===== config.mk =====
export PLATFORM = sky130hd
export DESIGN_NAME = debounce_multi
export DESIGN_NICKNAME = d
export VERILOG_FILES = /design/src/rtl/debounce_multi.sv
export SDC_FILE = /design/constraint.sdc
export NUM_CORES = 1
export LEC_CHECK = 0
export ABC_CLOCK_PERIOD_IN_PS = 2550
export CAP_MARGIN = 20
export CORE_ASPECT_RATIO = 1.5
export CORE_UTILIZATION = 40
export CTS_CLUSTER_SIZE = 12
export DETAILED_ROUTE_END_ITERATION = 10
export PLACE_DENSITY = 0.55
export SLEW_MARGIN = 25
export SYNTH_ARGS = -nofsm -noshare
export SYNTH_HDL_FRONTEND = slang
export SYNTH_SLANG_ARGS = --single-unit

===== constraint.sdc =====
create_clock -name clk -period 2.55 [get_ports clk]
set_input_delay 0.51 -clock clk [delete_from_list [all_inputs] [get_ports clk]]
set_output_delay 0.51 -clock clk [all_outputs]
set_load 0.02 [all_outputs]

===== src/rtl/debounce_multi.sv =====
// debounce_multi: multi-channel active-low push-button synchroniser/debouncer
// with per-channel stability counters and press/release pulses.
//   clk         system clock, rising edge
//   rst         asynchronous active-low reset
//   key_n       raw active-low buttons (asynchronous)
//   key_state   debounced level, 1 = pressed
//   key_press   one-cycle pulse per accepted press (and per auto-repeat)
//   key_release one-cycle pulse per accepted release
//   any_press   OR of key_press, registered alongside it
// Optional: define DEBOUNCE_REPEAT_EN to add auto-repeat press pulses
// (REPEAT_DELAY after the press, then every REPEAT_PERIOD while held).
module debounce_multi #(
  parameter int N             = 4,
  parameter int DB_CYCLES     = 262144,
  parameter int REPEAT_DELAY  = 50000000,
  parameter int REPEAT_PERIOD = 10000000
) (
  input  logic         clk,
  input  logic         rst,
  input  logic [N-1:0] key_n,
  output logic [N-1:0] key_state,
  output logic [N-1:0] key_press,
  output logic [N-1:0] key_release,
  output logic         any_press
);
  localparam int CW = $clog2(DB_CYCLES);
  logic [N-1:0] s1, s2, m, fire, press_nx, rel_nx;
  logic [CW-1:0] cnt [N];
`ifdef DEBOUNCE_REPEAT_EN
  localparam int RMAX = REPEAT_DELAY > REPEAT_PERIOD ? REPEAT_DELAY : REPEAT_PERIOD;
  localparam int RW = $clog2(RMAX + 1);
  logic [RW-1:0] rcnt [N];
  logic [N-1:0] rfirst, rep;
`endif
  assign m = ~s2 ^ key_state;
  always_comb begin
    fire = '0;
    for (int i = 0; i < N; i++)
      fire[i] = m[i] && cnt[i] == CW'(DB_CYCLES - 1);
    press_nx = fire & ~key_state;
    rel_nx   = fire & key_state;
`ifdef DEBOUNCE_REPEAT_EN
    rep = '0;
    // a release accepted on the same edge suppresses the repeat pulse
    for (int i = 0; i < N; i++)
      rep[i] = key_state[i] && !fire[i] &&
               rcnt[i] == RW'((rfirst[i] ? REPEAT_DELAY : REPEAT_PERIOD) - 1);
    press_nx = press_nx | rep;
`endif
  end
  always_ff @(posedge clk or negedge rst) begin
    if (!rst) begin
      s1          <= '1;
      s2          <= '1;
      key_state   <= '0;
      key_press   <= '0;
      key_release <= '0;
      any_press   <= 1'b0;
      for (int i = 0; i < N; i++) cnt[i] <= '0;
`ifdef DEBOUNCE_REPEAT_EN
      rfirst <= '1;
      for (int i = 0; i < N; i++) rcnt[i] <= '0;
`endif
    end else begin
      s1          <= key_n;
      s2          <= s1;
      key_state   <= key_state ^ fire;
      key_press   <= press_nx;
      key_release <= rel_nx;
      any_press   <= |press_nx;
      for (int i = 0; i < N; i++)
        cnt[i] <= (m[i] && !fire[i]) ? cnt[i] + CW'(1) : '0;
`ifdef DEBOUNCE_REPEAT_EN
      for (int i = 0; i < N; i++) begin
        if (fire[i] || !key_state[i]) begin
          rcnt[i]   <= '0;
          rfirst[i] <= 1'b1;
        end else if (rep[i]) begin
          rcnt[i]   <= '0;
          rfirst[i] <= 1'b0;
        end else begin
          rcnt[i]   <= rcnt[i] + RW'(1);
        end
      end
`endif
    end
  end
endmodule


==> flow_metrics.py <==
metrics = {
    "outcome": {
        "status": "finished clean",
    },
    "worst_setup_path": {
        "worst-r2r-cell-count": 6,
        "crit_slowest_cell": "or4_1",
        "crit_path_end_kind": "flip-flop",
        "crit_chain": "ha_1 > and4_1 > nand2_1 > nor3_1 > ha_1 > or4_1",
        "rrSetupSlack_ps": 430,
        "criticalPathCategory": "flip-flop to flip-flop",
        "crit_family": "simple AND/OR/NAND/NOR gates",
        "worstSetupEndpoint": "any_press$_DFF_PN0_",
        "timing.rr.end": "any_press$_DFF_PN0_",
        "reg2reg_from": "cnt[54]$_DFF_PN0_",
        "startpoint_type": "flip-flop",
        "critical_path.max_fanout": 10,
        "required_ps": 2750,
        "crit_path_start": "cnt[54]$_DFF_PN0_",
        "path_depth": 6,
        "cp_num_buf_inv": 0,
        "cpPeakStageDelay_ps": 500,
        "worstPathArrival_ps": 2320,
        "crit_top_cell": "ha_1",
    },
    "clock_tree": {
        "path_clk_slew_ps": 70,
        "cts_buffers": 9,
        "cts-resized-gates": 0,
        "cts_buffer_depth": 2,
        "cts_setup_buffers": 0,
        "clock_sinks": 93,
        "cts_hold_buf": 0,
        "worstSkewPairLatency_ps": 340,
        "cts_max_level": 3,
        "cts_tree": "done",
        "cts-root-buf": "clkbuf_16",
    },
    "synth": {
        "syn_avg_cell_area_um2": 10.1,
        "yosysSeqAreaShare_pct": 54.4,
        "syn-cell-area_um2": 4290,
        "ys_async_sr_fraction_pct": 100,
        "synthFlopType": "dfrtp_1",
        "syn_nets": 442,
        "synth-seq-cells": 93,
        "synth_cells": 424,
        "yosysUniqueCellTypes": 36,
        "synth_edf_count": 0,
        "ys_warn_count": 0,
    },
    "floorplanning": {
        "row_count": 46,
        "die_h_um": 129,
        "die_area_um2": 11200,
        "die_width_um": 86.6,
        "num_io_pins": 19,
        "coreArea_um2": 10500,
        "initial_core_util_pct": 40.8,
    },
    "timing": {
        "maxSlewViolCount": 0,
        "clock.fmax_ghz": 0.472,
        "rsz0062_at_grt": "false",
        "period_share_pct": 83.1,
        "hold_viol": 0,
        "fin_skew_ps": 12.4,
        "max_slew_margin_pct": 62.4,
        "setup_viol": 0,
        "fin_tns_setup_ps": 0,
        "period_needed_ps": 2120,
        "tightest_slew_ps": 564,
    },
    "place": {
        "dpl.hpwl_mm": 5.26,
        "port_buffers": 18,
        "gp_congestion": 0.781,
    },
    "global_route": {
        "grt_pass1_vias": 3087,
        "grt_first_pass_wirelength_mm": 13.8,
        "grt_max_degree": 53,
        "grt_util_all_layers_pct": 15.7,
        "overflow": 0,
        "antenna_found_initial": 0,
    },
    "worst_hold_path": {
        "hold_class": "input port to async pin",
    },
    "routing": {
        "drc": 0,
        "routedWlPerCell_um": 13.0,
        "antenna_left": 0,
        "drtPass1Iterations": 5,
        "drt_iter0_drc": 103,
        "finalWirelength_mm": 7.76,
        "vias": 3009,
        "vias_per_cell": 5.05,
    },
    "power": {
        "ir_drop_v": 0.000407,
        "power_leakage_nw": 2.09,
        "p_per_area_nw_per_um2": 604,
    },
    "final_layout": {
        "layout_common_cells": "dfrtp_1 (85), nor2_1 (68), nand2_1 (26), xnor2_1 (26), xor2_1 (24)",
        "final_core_util_pct": 47.1,
        "fillers": 986,
        "syn2layout_area_growth_pct": 15.7,
        "mostFrequentLayoutCell": "dfrtp_1",
        "fin_nets": 465,
        "num_antenna_cells": 0,
        "drive_above_1_share_pct": 8.19,
    },
    "run": {
        "max_cap_viol_count": 0,
    },
}
-- layer usage --
layer	part of all wire, %	global-route usage, %
met5	0	0
met4	1.3	6.57
met3	2.8	4.11
met2	50	27.1
met1	46	18.5
-- cell usage after synthesis (all sizes together), types with 5 or more instances --
| cell type | count | area (um2) |
|---|---|---|
| inv | 23 | 86.3 |
| a21oi | 16 | 80.1 |
| dfrtp | 85 | 2130 |
| nand4 | 21 | 138 |
| and4 | 7 | 61.3 |
| xor2 | 24 | 210 |
| ha | 12 | 150 |
| nor2 | 68 | 255 |
| nor4 | 8 | 50.1 |
| nor3 | 11 | 55.1 |
| o21ai | 11 | 55.1 |
| nand2 | 26 | 97.6 |
| or3 | 12 | 75.1 |
| dfstp | 8 | 210 |
| clkbuf | 5 | 18.8 |
| nand3 | 24 | 133 |
| xnor2 | 26 | 228 |
| or4 | 6 | 48.8 |
| and3 | 5 | 31.3 |
| buf | 6 | 30.0 |
-- per-stage QoR --
stage / hold slack [ps] / instance area (um2) / worst slack, ps / power (mW) / cells
final: 147 / 4970 / 432 / 3.00 / 596
after global routing: 184 / 4970 / 324 / 3.12 / 596
after CTS: 161 / 4970 / 415 / 3.05 / 596
after detailed placement: 347 / 4650 / 438 / 1.65 / 580
after global placement: 347 / 4650 / 498 / 1.64 / 580
after floorplan: 214 / 4290 / 564 / 1.59 / 424
-- area by class of cell --
class | instances | area (um2) | share of cell area [%]
repair buffers | 23 | 228 | 4.59
well taps | 144 | 180 | 3.63
multi-input cells | 297 | 1820 | 36.7
inverters | 23 | 86.3 | 1.74
clock buffers | 13 | 270 | 5.44
clock inverters | 3 | 43.8 | 0.882
flip-flops and latches | 93 | 2340 | 47.1
-- cell families after synthesis --
logic type                 after synthesis  synth area share [%]
adders and majority gates               12                  3.50
DFF                                     93                  54.4
AOI/OAI and AO/OA                       41                  5.80
buffers and inverters                   34                  3.15
and+or+nand+nor                        194                  22.9
xor gates and xnor gates                50                  10.2
-- flip-flops by register name (all words and copies together), names as in the netlist --
| register | count |
|---|---|
| any_press | 1 |
| cnt | 72 |
| key_press | 4 |
| key_release | 4 |
| key_state | 4 |
| s1 | 4 |
| s2 | 4 |
-- worst reg2reg max path, stage by stage (launching register included) --
cell and delay [ps]:
dfrtp_1 410, ha_1 240, and4_1 250, nand2_1 250, nor3_1 130, ha_1 200
or4_1 500
-- report_power, final --
group	switching (mW)	leakage [nW]	internal [mW]
sequential	0.0176	1.26	1.50
clock	0.545	0.156	0.841
combinational	0.0639	0.672	0.0315
total	0.627	2.09	2.37
-- worst min-delay path by stage --
stage / endpoint / slack (ps)
3_5_place_dp: s2[3]$_DFF_PN1_ / 350
4_1_cts: cnt[66]$_DFF_PN0_ / 160
6_report: cnt[66]$_DFF_PN0_ / 150
2_1_floorplan: any_press$_DFF_PN0_ / 210
5_1_grt: cnt[68]$_DFF_PN0_ / 180
3_3_place_gp: s2[2]$_DFF_PN1_ / 350
(Power assumes the default switching activity.)
